### src/rtl/id_ex_stage.sv
// Decode-to-execute pipeline register for the 64-bit RISC-V core: registers one decoded
// instruction, derives the ALU control code and operand selects, and resolves forwarding.
module id_ex_stage (
  input  logic        i_clk,
  input  logic        i_rst,
  input  logic        i_stall,
  input  logic        i_flush,
  input  logic        i_valid,
  input  logic [63:0] i_pc,
  input  logic [6:0]  i_opcode,
  input  logic [2:0]  i_funct3,
  input  logic        i_funct7_5,
  input  logic [4:0]  i_rs1_addr,
  input  logic [4:0]  i_rs2_addr,
  input  logic [4:0]  i_rd_addr,
  input  logic [63:0] i_rs1_data,
  input  logic [63:0] i_rs2_data,
  input  logic [63:0] i_imm,
  input  logic        i_exmem_wen,
  input  logic [4:0]  i_exmem_rd,
  input  logic [63:0] i_exmem_result,
  input  logic        i_memwb_wen,
  input  logic [4:0]  i_memwb_rd,
  input  logic [63:0] i_memwb_result,
  output logic        o_valid,
  output logic [3:0]  o_control,
  output logic [63:0] o_a,
  output logic [63:0] o_b,
  output logic [63:0] o_store_data,
  output logic [63:0] o_pc,
  output logic [63:0] o_imm,
  output logic [2:0]  o_funct3,
  output logic [4:0]  o_rd_addr,
  output logic        o_reg_wen,
  output logic        o_mem_read,
  output logic        o_mem_write,
  output logic        o_branch,
  output logic        o_jump,
  output logic        o_illegal
);

  localparam logic [6:0] OPC_OP     = 7'b0110011;
  localparam logic [6:0] OPC_OP_IMM = 7'b0010011;
  localparam logic [6:0] OPC_LOAD   = 7'b0000011;
  localparam logic [6:0] OPC_STORE  = 7'b0100011;
  localparam logic [6:0] OPC_BRANCH = 7'b1100011;
  localparam logic [6:0] OPC_LUI    = 7'b0110111;
  localparam logic [6:0] OPC_AUIPC  = 7'b0010111;
  localparam logic [6:0] OPC_JAL    = 7'b1101111;
  localparam logic [6:0] OPC_JALR   = 7'b1100111;

  typedef enum logic [1:0] {A_RS1, A_PC, A_ZERO} a_sel_e;
  typedef enum logic [1:0] {B_RS2, B_IMM, B_FOUR} b_sel_e;

  // Decoded next-slot values
  logic [3:0] dec_control;
  a_sel_e     dec_a_sel;
  b_sel_e     dec_b_sel;
  logic       dec_reg_wen, dec_mem_read, dec_mem_write, dec_branch, dec_jump, dec_illegal;

  // Registered slot
  logic        valid_q, reg_wen_q, mem_read_q, mem_write_q, branch_q, jump_q, illegal_q;
  logic [3:0]  control_q;
  logic [2:0]  funct3_q;
  logic [4:0]  rs1_addr_q, rs2_addr_q, rd_addr_q;
  logic [63:0] pc_q, imm_q, rs1_data_q, rs2_data_q;
  a_sel_e      a_sel_q;
  b_sel_e      b_sel_q;

  logic [63:0] fwd_rs1, fwd_rs2;
  logic        wb_hit;

  // NOTE: every always_comb output gets a default first so no path leaves it unassigned (no latch).
  always_comb begin
    dec_control   = 4'b0000;
    dec_a_sel     = A_RS1;
    dec_b_sel     = B_RS2;
    dec_reg_wen   = 1'b0;
    dec_mem_read  = 1'b0;
    dec_mem_write = 1'b0;
    dec_branch    = 1'b0;
    dec_jump      = 1'b0;
    dec_illegal   = 1'b0;
    if (i_valid) begin
      unique case (i_opcode)
        OPC_OP: begin
          dec_control = {i_funct3, i_funct7_5};
          dec_reg_wen = 1'b1;
        end
        OPC_OP_IMM: begin
          dec_control = {i_funct3, (i_funct3 == 3'b101) & i_funct7_5};
          dec_b_sel   = B_IMM;
          dec_reg_wen = 1'b1;
        end
        OPC_LOAD: begin
          dec_b_sel    = B_IMM;
          dec_mem_read = 1'b1;
          dec_reg_wen  = 1'b1;
        end
        OPC_STORE: begin
          dec_b_sel     = B_IMM;
          dec_mem_write = 1'b1;
        end
        OPC_BRANCH: begin
          // Equality and signed/unsigned ordering all resolve off the ALU result
          if (!i_funct3[2])     dec_control = 4'b0001;
          else if (!i_funct3[1]) dec_control = 4'b0100;
          else                   dec_control = 4'b0110;
          dec_branch = 1'b1;
        end
        OPC_LUI: begin
          dec_a_sel   = A_ZERO;
          dec_b_sel   = B_IMM;
          dec_reg_wen = 1'b1;
        end
        OPC_AUIPC: begin
          dec_a_sel   = A_PC;
          dec_b_sel   = B_IMM;
          dec_reg_wen = 1'b1;
        end
        OPC_JAL, OPC_JALR: begin
          // ALU computes the link address; the target is resolved elsewhere
          dec_a_sel   = A_PC;
          dec_b_sel   = B_FOUR;
          dec_jump    = 1'b1;
          dec_reg_wen = 1'b1;
        end
        default: dec_illegal = 1'b1;
      endcase
    end
  end

  assign wb_hit = valid_q && i_memwb_wen && (i_memwb_rd != 5'd0);

  // NOTE: sequential state uses non-blocking assignments so all registers update from pre-edge values.
  always_ff @(posedge i_clk) begin
    if (i_rst || i_flush) begin
      valid_q     <= 1'b0;
      reg_wen_q   <= 1'b0;
      mem_read_q  <= 1'b0;
      mem_write_q <= 1'b0;
      branch_q    <= 1'b0;
      jump_q      <= 1'b0;
      illegal_q   <= 1'b0;
      control_q   <= 4'b0000;
      funct3_q    <= 3'b000;
      rs1_addr_q  <= 5'd0;
      rs2_addr_q  <= 5'd0;
      rd_addr_q   <= 5'd0;
      pc_q        <= 64'd0;
      imm_q       <= 64'd0;
      rs1_data_q  <= 64'd0;
      rs2_data_q  <= 64'd0;
      a_sel_q     <= A_RS1;
      b_sel_q     <= B_RS2;
    end else if (i_stall) begin
      // A producer retiring during the stall must not leave stale source data behind
      if (wb_hit && (i_memwb_rd == rs1_addr_q)) rs1_data_q <= i_memwb_result;
      if (wb_hit && (i_memwb_rd == rs2_addr_q)) rs2_data_q <= i_memwb_result;
    end else begin
      valid_q     <= i_valid;
      reg_wen_q   <= dec_reg_wen && (i_rd_addr != 5'd0);
      mem_read_q  <= dec_mem_read;
      mem_write_q <= dec_mem_write;
      branch_q    <= dec_branch;
      jump_q      <= dec_jump;
      illegal_q   <= dec_illegal;
      control_q   <= dec_control;
      funct3_q    <= i_funct3;
      rs1_addr_q  <= i_rs1_addr;
      rs2_addr_q  <= i_rs2_addr;
      rd_addr_q   <= i_rd_addr;
      pc_q        <= i_pc;
      imm_q       <= i_imm;
      rs1_data_q  <= i_rs1_data;
      rs2_data_q  <= i_rs2_data;
      a_sel_q     <= dec_a_sel;
      b_sel_q     <= dec_b_sel;
    end
  end

  // The younger producer (EX/MEM) takes priority over MEM/WB
  function automatic logic [63:0] forward(input logic [4:0] addr, input logic [63:0] data,
                                          input logic ex_wen, input logic [4:0] ex_rd,
                                          input logic [63:0] ex_res, input logic wb_wen,
                                          input logic [4:0] wb_rd, input logic [63:0] wb_res);
    if (ex_wen && (ex_rd != 5'd0) && (ex_rd == addr))      return ex_res;
    else if (wb_wen && (wb_rd != 5'd0) && (wb_rd == addr)) return wb_res;
    else                                                   return data;
  endfunction

  always_comb begin
    fwd_rs1 = forward(rs1_addr_q, rs1_data_q, i_exmem_wen, i_exmem_rd, i_exmem_result,
                      i_memwb_wen, i_memwb_rd, i_memwb_result);
    fwd_rs2 = forward(rs2_addr_q, rs2_data_q, i_exmem_wen, i_exmem_rd, i_exmem_result,
                      i_memwb_wen, i_memwb_rd, i_memwb_result);
    unique case (a_sel_q)
      A_PC:    o_a = pc_q;
      A_ZERO:  o_a = 64'd0;
      default: o_a = fwd_rs1;
    endcase
    unique case (b_sel_q)
      B_IMM:   o_b = imm_q;
      B_FOUR:  o_b = 64'd4;
      default: o_b = fwd_rs2;
    endcase
  end

  assign o_store_data = fwd_rs2;
  assign o_valid      = valid_q;
  assign o_control    = control_q;
  assign o_pc         = pc_q;
  assign o_imm        = imm_q;
  assign o_funct3     = funct3_q;
  assign o_rd_addr    = rd_addr_q;
  assign o_reg_wen    = reg_wen_q;
  assign o_mem_read   = mem_read_q;
  assign o_mem_write  = mem_write_q;
  assign o_branch     = branch_q;
  assign o_jump       = jump_q;
  assign o_illegal    = illegal_q;

endmodule

### config.mk
export PLATFORM = sky130hd
export DESIGN_NAME = id_ex_stage
export DESIGN_NICKNAME = d
export VERILOG_FILES = /design/src/rtl/id_ex_stage.sv
export SDC_FILE = /design/constraint.sdc
export NUM_CORES = 1
export LEC_CHECK = 0
export ABC_AREA = 1
export CORE_AREA = 4 4 299 301
export CTS_CLUSTER_SIZE = 25
export DETAILED_ROUTE_END_ITERATION = 6
export DIE_AREA = 0 0 303 305
export MAX_ROUTING_LAYER = met4
export PLACE_DENSITY = 0.51
export SLEW_MARGIN = 10
export SYNTH_ARGS = -nofsm -noshare
export SYNTH_HDL_FRONTEND = slang
export SYNTH_SLANG_ARGS = --single-unit
### constraint.sdc
create_clock -name i_clk -period 1.7 [get_ports i_clk]
set_clock_uncertainty 0.2 [all_clocks]
set_input_delay 0.17 -clock i_clk [delete_from_list [all_inputs] [get_ports i_clk]]
set_output_delay 0.17 -clock i_clk [all_outputs]
set_load 0.01 [all_outputs]
==> results of run 1 <==
-- flip-flops by register name, indices dropped and copies added (netlist names), 2 cells and up --
name and flops:
rs2_addr_q 5, b_sel_q 2, o_imm 64, rs1_data_q 64, o_funct3 3, o_pc 64, rs1_addr_q 5, o_rd_addr 5
rs2_data_q 64, o_control 4, a_sel_q 2
-- metrics by stage --
| stage | setup WS [ps] | hold slack (ps) | power [mW] |
|---|---|---|---|
| final | -1129 | 58.78 | 22.51 |
| after detailed placement | -1364 | 254.3 | 11.99 |
| after CTS | -1248 | 15.27 | 22.12 |
| after floorplan | -63.03 | 107.1 | 8.884 |
| after global routing | -1277 | 59.81 | 23.40 |
| after global placement | -1358 | 252.6 | 11.99 |
-- synthesized netlist by cell type, drive strengths merged --
cell type | number | area (um^2)
a21oi | 289 | 1446
xnor2 | 11 | 96.34
inv | 219 | 822.0
buf | 109 | 529.3
dfxtp | 289 | 5786
nor3 | 2 | 10.01
nand3 | 463 | 2335
nand2 | 1216 | 4564
ha | 3 | 37.54
nand4 | 66 | 412.9
and2 | 64 | 400.4
o21ai | 76 | 380.4
a22oi | 1 | 7.510
nor2 | 26 | 107.6
o21a | 1 | 7.510
xor2 | 8 | 70.07
clkbuf | 123 | 461.7
nand3b | 2 | 15.01
-- cell usage in the layout (no fill, tap or decap), types with 135 or more instances in the layout --
master	Yosys	routed
a21oi_1	289	286
buf_4	6	197
buf_6	0	174
clkdlybuf4s50_1	0	569
dfxtp_1	289	279
dlygate4sd3_1	0	143
inv_1	217	214
nand2_1	1216	974
nand2_2	0	135
nand3_1	461	272
-- logic make-up (layout without fill, tap and decap cells) --
kind of cell,after synthesis,after routing
simple gates,1839,1840
buf+inv,451,1602
compound gates,367,367
flops,289,289
xor+xnor,19,19
fa+ha+maj,3,3
other cells,0,18
-- worst paths after layout --
kind | to | cells past startpoint | slack [ps]
worst min-delay path | rs1_data_q[60] | 5 | 60
worst max-delay path | o_b[20] | 13 | -1130
worst min register to register | o_rd_addr[0] | 2 | 260
worst max register to register | rs2_data_q[30] | 11 | -510
-- per-layer routing --
metal / global-route usage, % / wire (um) / vias to the layer above
li1: - / - / 11847
met4: 6.603 / 3441 / 0
met1: 28.93 / 49120 / 11940
met2: 44.33 / 63440 / 1034
met5: - / 0 / -
met3: 4.769 / 9770 / 157
-- report_power, final --
group          total [mW]  internal, mW  leakage, nW  switching [mW]
clock network        9.54          5.91        0.723            3.63
logic                5.80          3.00         13.5            2.80
registers            7.17          6.98         2.36           0.189
-- area by class of cell --
| class | count | area [um^2] |
|---|---|---|
| Timing Repair Buffer | 1307 | 14160 |
| Tap cell | 1155 | 1445 |
| Multi-Input combinational cell | 2229 | 12920 |
| Sequential cell | 289 | 5816 |
| Fill cell | 8871 | 49900 |
| Inverter | 219 | 868.3 |
| Antenna cell | 18 | 45.04 |
| Clock buffer | 57 | 1177 |
| Clock inverter | 19 | 287.8 |
-- worst reg2reg max path, stage by stage (launching register included) --
cell and delay, ps:
dfxtp_4 360, xnor2_2 160, nand2_2 90, nor2_4 140, buf_6 130, buf_4 90
buf_4 160, nand3_4 160, nand2_8 160, buf_12 230, nand2_1 110, a21oi_1 140
-- timing repair --
action                                  4_1_cts  5_1_grt
resized for setup                           727      968
cloned                                       11       28
hold buffers                                143        0
pin swaps                                    46      195
endpoints found under the setup margin      466      466
endpoints found under the hold margin       206        0
setup buffers                                33       75
==> run summary, run 1 <==
Clock-pin slew was measured on the worst setup and hold paths at 60 ps. The total overflow reported by the global router came out at 0. After synthesis the netlist holds a flip-flop and latch count of 289.

Yosys printed 0 warnings. The run gives 15 as the number of antenna violations at the first check in global routing. Source of the worst hold timing path: i_rs1_data[60]. During placement, the flow inserted port buffers numbering 765. The static leakage came out at 16.56 nW.

Synthesis produced a netlist whose cell count is 2968. After detailed placement, the design holds a cell count of 4913. In this run the worst hold path is classified as input port to flop. From synthesis to final layout, the design area changed by 110.0%. The via count of the first global-routing pass is 23920. The xor and xnor area share after synthesis is 0.9515%. The logs give 0.3534 GHz for the achievable frequency and -1129 ps for the final worst setup slack. After detailed routing, the total wire length is 125800 um.

The tools report the total count of max-transition violations in the final report as 0. Counting stages on the worst path, the most repeated cell is nand3_4. The tools report the count of routing violations after the opening detailed-route iteration as 1923. For the final net count, the log shows 4518. Setup violations remaining at the end of the flow were counted as 466.

Main combinational cell family by area after synthesis: simple AND/OR/NAND/NOR gates. Measured against its own limit, the worst slew margin works out to 70.14%. The first-pass GRT wire length is 165400 um, and the ratio of cells with drive above 1 in the final layout is 28.96%.

At the end of routability-driven placement, the weighted congestion stood at 0.9183. In this run the critical register-to-register path is launched from rs2_addr_q[0]. In this run, CTS created clock tree buffers numbering 42.

The largest single stage delay on the critical path is 360 ps. The synthesized netlist devotes 44.86% of its cell area to simple gates. Summing the areas of all fa, ha and maj instances in the mapped netlist gives 0.2146% of the synthesized area.

The root cell of the clock tree is clkbuf_16. Summed over all nets, the half-perimeter wirelength after detailed placement is 89350 um. The run gives 33.08% as the sequential-to-total area share from yosys stat. From bottom edge to top edge, the die measures 305 um. Once layout is done, the placed cells without fillers occupy 0.03672 mm^2.

The pin count of the biggest net entering global routing was 82; the critical path data required time was 1330 ps. The number of nets handed over by synthesis was 3398. The floorplan row count was 108; the routed via count was 24978. The final critical path takes up 166.4% of the cycle. The number of max-cap violations was 0. Using the TritonRoute via totals, the vias-per-cell ratio works out to 4.719. The mapped netlist covers 0.01749 mm^2. The arrival time at the worst endpoint came out at 2460 ps. The routed wire length per instance was 23.76 um. The utilization after layout was 42.39%. The tools report the start point of the critical path as rs2_addr_q[0].

The slowest cell on the critical path is dfxtp_4. Counting every sink on the clock net gives 289. Number of top-level pins: 766. TritonCTS built the clock tree. The number of distinct standard cells referenced by the synthesized netlist is 26, and the maximum ir drop on the vdd rail is 0.6370 mV. The tools report the area enclosed by the die boundary as 0.09242 mm^2.

For this run, design rule violations remaining after detail routing come to 0. The average cell area after synthesis came out at 5.893 um^2. Traced cell by cell, the critical path runs through xnor2_2 > nand2_2 > nor2_4 > buf_6 > nand3_4 > buf_12 > buf_12 > buf_4 > nand2_4 > nand3_4 > nand3_4 > nand2_1 > buf_2. For this design the ratio of total power to cell area is 612.9 mW/mm^2.

The tools report the hold violation total from the final report as 0. At the pin with the least slew margin, the transition time is 447.9 ps. The complex-gate fraction of the synthesized area works out to 10.53%. The tools report the setup TNS as -270140 ps.

The tools report the startpoint class of the critical path as a flop. The clock network latency to the later pin of the worst-skew pair came out at 570 ps. The total routing resource utilization after global routing is 25.07%, and the effective utilization at floorplan is 20.19%.

In this run the remaining antenna-violating nets after routing total 0. The die is 303 um wide. The worst setup path category was flop to output pin. Kind of capture point of the worst setup path: an output pin. The logs give 0.02861 mm^2 for the instance area after placement and 3 for the worst-case clock buffer depth. In this run the standard cell core region covers 0.08662 mm^2. The level count of the clock H-tree is 2. The checks that failed: setup timing. Setup repair after global routing could not meet its margin everywhere.

The final cell count without fillers was 5293; the biggest fanout along the worst timing path was 5. The first detailed-routing pass ran for 5 iterations. The flow ran to the end, but the final reports show violations. The number of buffer and inverter instances along the worst setup path was 5.

The cell family contributing the most delay on the critical path is buffers and inverters. The final period demand of the worst path is 2829 ps, and the share of synthesized area spent on multiplexers is 0%.
Note: power is estimated with default switching activity, not from simulation.
==> inputs of run 2 (changes only) <==
REMOVE_ABC_BUFFERS = 1   (was default)
==> run 2 against run 1 <==
  * The flow still finishes with violations (setup timing)
  * Final cell count up 0.28%
  * Clock power down 9.9%
  * Sequential share of layout area up 0.056 points
  * Largest power group unchanged
  * Clock-buffer cell count up 3
  * Register-to-register slack worse by 110 ps
  * Combinational power down 4.0%
  * Hold slack worse by 24 ps
  * Wire length down 4.2%
  * Core utilization down 0.19 points
  * Critical endpoint is now o_b[13]
  * Cell area down 0.44%
  * Sequential power about the same
==> run summary, run 2 (synthesis results as in run 1) <==
The routed via count is 25062 (+0.34%), and the final RePlAce weighted congestion is 0.9115 (-0.74%). For the number of antenna violations at the first check in global routing, the log shows 17 (+2). The logs give 39.59% (-4.7 points) for the met2 layer usage reported by global route and 23.62% (-1.5 points) for the total routing resource utilization after global routing. The count of antenna-violating nets left after detailed routing is 0 (unchanged).

Static leakage: 16.52 nW (-0.27%). Core outline area: 0.08662 mm^2 (unchanged). The tools report the kind of capture point of the worst setup path as an output pin. The met1 usage is 28.29% (-0.65 points). The count of routing violations after the opening detailed-route iteration came out at 2021 (+5.1%). For the final net count, the log shows 4538 (+0.44%). The hold violation total from the final report was 0 (unchanged). The DRC violations left is 0 (unchanged). The routed wire length per instance is 22.70 um (-4.5%), and the via count of the first global-routing pass is 24426 (+2.1%). The run gives 570 ps (about the same) as the clock network latency to the later pin of the worst-skew pair. The via count normalized by instance count works out to 4.722 (about the same). The final cell count without fillers came out at 5308 (+0.28%). The checks that failed: setup timing. The run finished, with violations left. The tools report the post-route total power as 21.33 mW (-5.2%).

Setup repair after global routing could not meet its margin everywhere. The total overflow reported by the global router is 0 (unchanged), and the total length of routed wires is 120500 um (-4.2%). The logs give 6 (+1) for the number of detailed-routing iterations run before antenna repair and 766 (unchanged) for the number of top-level pins. The total half-perimeter wirelength after legalization and detailed placement came out at 77200 um (-14%). The worst register-to-register path begins at rs2_addr_q[0]. The tools report the arrival time at the worst endpoint as 2600 ps (+140 ps). The clock share of power is 40.3% (-2.1 points). The global routing stage identified its most utilized layer as met2. The tools report the worst-case clock buffer depth as 3 (unchanged). For the internal portion of total power, the log shows 14.79 mW (-6.9%). The ratio of cells with drive above 1 in the final layout works out to 28.84% (-0.12 points). The width of the chip came out at 303 um (unchanged). The class of the tightest hold or removal check was input port to flop. Number of input and output port buffers inserted: 765 (unchanged).

The number of max-cap violations was 0 (unchanged). The worst hold path begins at i_pc[4]. The tools report the met3 track demand over resource as 4.791% (+0.021 points). The number of buffers inserted during clock tree synthesis came out at 41 (-2.4%).

The net switching power figure came out at 6.541 mW (-1.2%). The first-pass GRT wire length was 159500 um (-3.6%); the relative slew slack was 72.62% (+2.5 points). The biggest fanout along the worst timing path works out to 6 (+1). The top cell types in the final layout, fill and taps aside, are nand2_1, clkdlybuf4s50_1, a21oi_1, dfxtp_1, nand3_1. The final worst setup slack was -1266 ps (-136.5 ps); the layout overhead on the synthesized area was 109.0%. The worst setup slack after placement came out at -1301 ps (+63.39 ps).

Share of total power in sequential cells: 33.6% (+1.7 points). The run gives 467 (+0.21%) as the setup violation total in the final timing report. The fraction of power spent switching nets was 30.66% (+1.3 points); the achievable frequency was 0.3372 GHz (-4.6%). The tools report the area enclosed by the die boundary as 0.09242 mm^2 (unchanged). The worst setup path category is flop to output pin.

Floorplan row count: 108 (unchanged). The ratio of total power to cell area was 583.5 mW/mm^2 (-4.8%); the die outline height was 305 um (unchanged). The library cell used most frequently in the layout, excluding fill and tap cells, is nand2_1. The fraction of the cycle the final worst path needs is 174.5% (+8.0 points). The effective utilization at floorplan came out at 20.19% (unchanged).

Clock-pin slew on the worst setup and hold paths: 60 ps (about the same). Transition at the pin with the smallest max-transition slack: 410.7 ps (-37.21 ps). In this run the worst setup path begins at rs2_addr_q[0].

The root cell of the clock tree was clkbuf_16. The worst setup path is launched from a flop. The final period demand of the worst path is 2966 ps (+136.5 ps), and the maximum ir drop on the vdd rail is 0.6331 mV (-0.62%). The tools report the level count of the clock H-tree as 2 (unchanged). The combinational group share of total power was 26.1% (+0.3 points).

The instance count after placement with tap cells included was 4893 (-0.41%); the critical path data required time was 1330 ps (about the same). TritonCTS built the clock tree. The logs give 0 (unchanged) for the total count of max-transition violations in the final report and 58 (-29%) for the pin count of the biggest net entering global routing. The tools report the clock sink count as 289 (unchanged).
## run 2: cell count changes in the layout (fill, tap and decap cells not counted), moves of 13 or more
cell     previous run  this run
buf_2              52        76
buf_6             174       187
buf_8              14        27
nand2_1           974      1032
nand2_2           135        98
nand2_4           102        83
nand3_1           272       231
nand3_2           119       171
## run 2: repair_timing
action | 4_1_cts | 5_1_grt
hold buffers | 142 | 0
pin swaps | 82 | 188
gates resized for setup | 1092 | 648
buffers inserted | 94 | 77
setup endpoints to repair | 467 | 467
cloned | 23 | 21
hold endpoints to repair | 171 | 0
## run 2: final timing paths
path / slack [ps] / endpoint / depth (start not counted)
worst max register to register: -620 / rs2_data_q[12] / 13
worst max-delay path: -1270 / o_b[13] / 14
worst min-delay path: 40 / o_pc[4] / 3
worst min register to register: 270 / o_branch / 2
## run 2: final cells by class
type / count / area [um^2]
timing repair buffer: 1329 / 14370
clock buffer: 60 / 1197
inverter: 219 / 868.3
sequential: 289 / 5811
fill: 8928 / 50060
antenna: 16 / 40.04
multi-input combinational: 2228 / 12730
tap: 1155 / 1445
clock inverter: 12 / 92.59
## run 2: worst max-delay path, cell delays in order (launching register included)
cell	delay, ps
dfxtp_4	360
xnor2_2	170
nand2_2	80
nor2_4	130
buf_12	130
nand3_4	130
buf_12	180
buf_12	130
buf_16	150
nand2_4	70
nand3_4	70
buf_6	130
nand3_2	50
nand2_2	80
buf_12	150
## run 2: metrics by stage
stage               utilization [%]  setup TNS [ps]  cell area, um^2  hold WS (ps)
floorplan                         -        -1523890            16500         59.46
global placement              32.70         -335360            28330         252.1
detailed placement            32.70         -337740            28330         255.8
CTS                           38.55         -309960            33390         3.234
global route                  42.20         -351770            36560         24.06
finish                        42.21         -307870            36560         35.23
## run 2: power by group through the flow
| stage | Clock [mW] | Combinational, mW | Sequential [mW] |
|---|---|---|---|
| floorplan | 0 | 1.40 | 7.29 |
| global placement | 0 | 4.45 | 7.28 |
| detailed placement | 0 | 4.44 | 7.28 |
| CTS | 8.82 | 5.01 | 7.14 |
| global route | 9.06 | 5.91 | 7.18 |
| finish | 8.60 | 5.57 | 7.16 |
## run 2: layer usage
| metal | vias to the layer above | share of wire, % |
|---|---|---|
| met5 | - | 0 |
| met4 | 0 | 3.8 |
| met3 | 223 | 7.7 |
| met2 | 1045 | 48 |
| met1 | 11926 | 41 |
| li1 | 11868 | - |
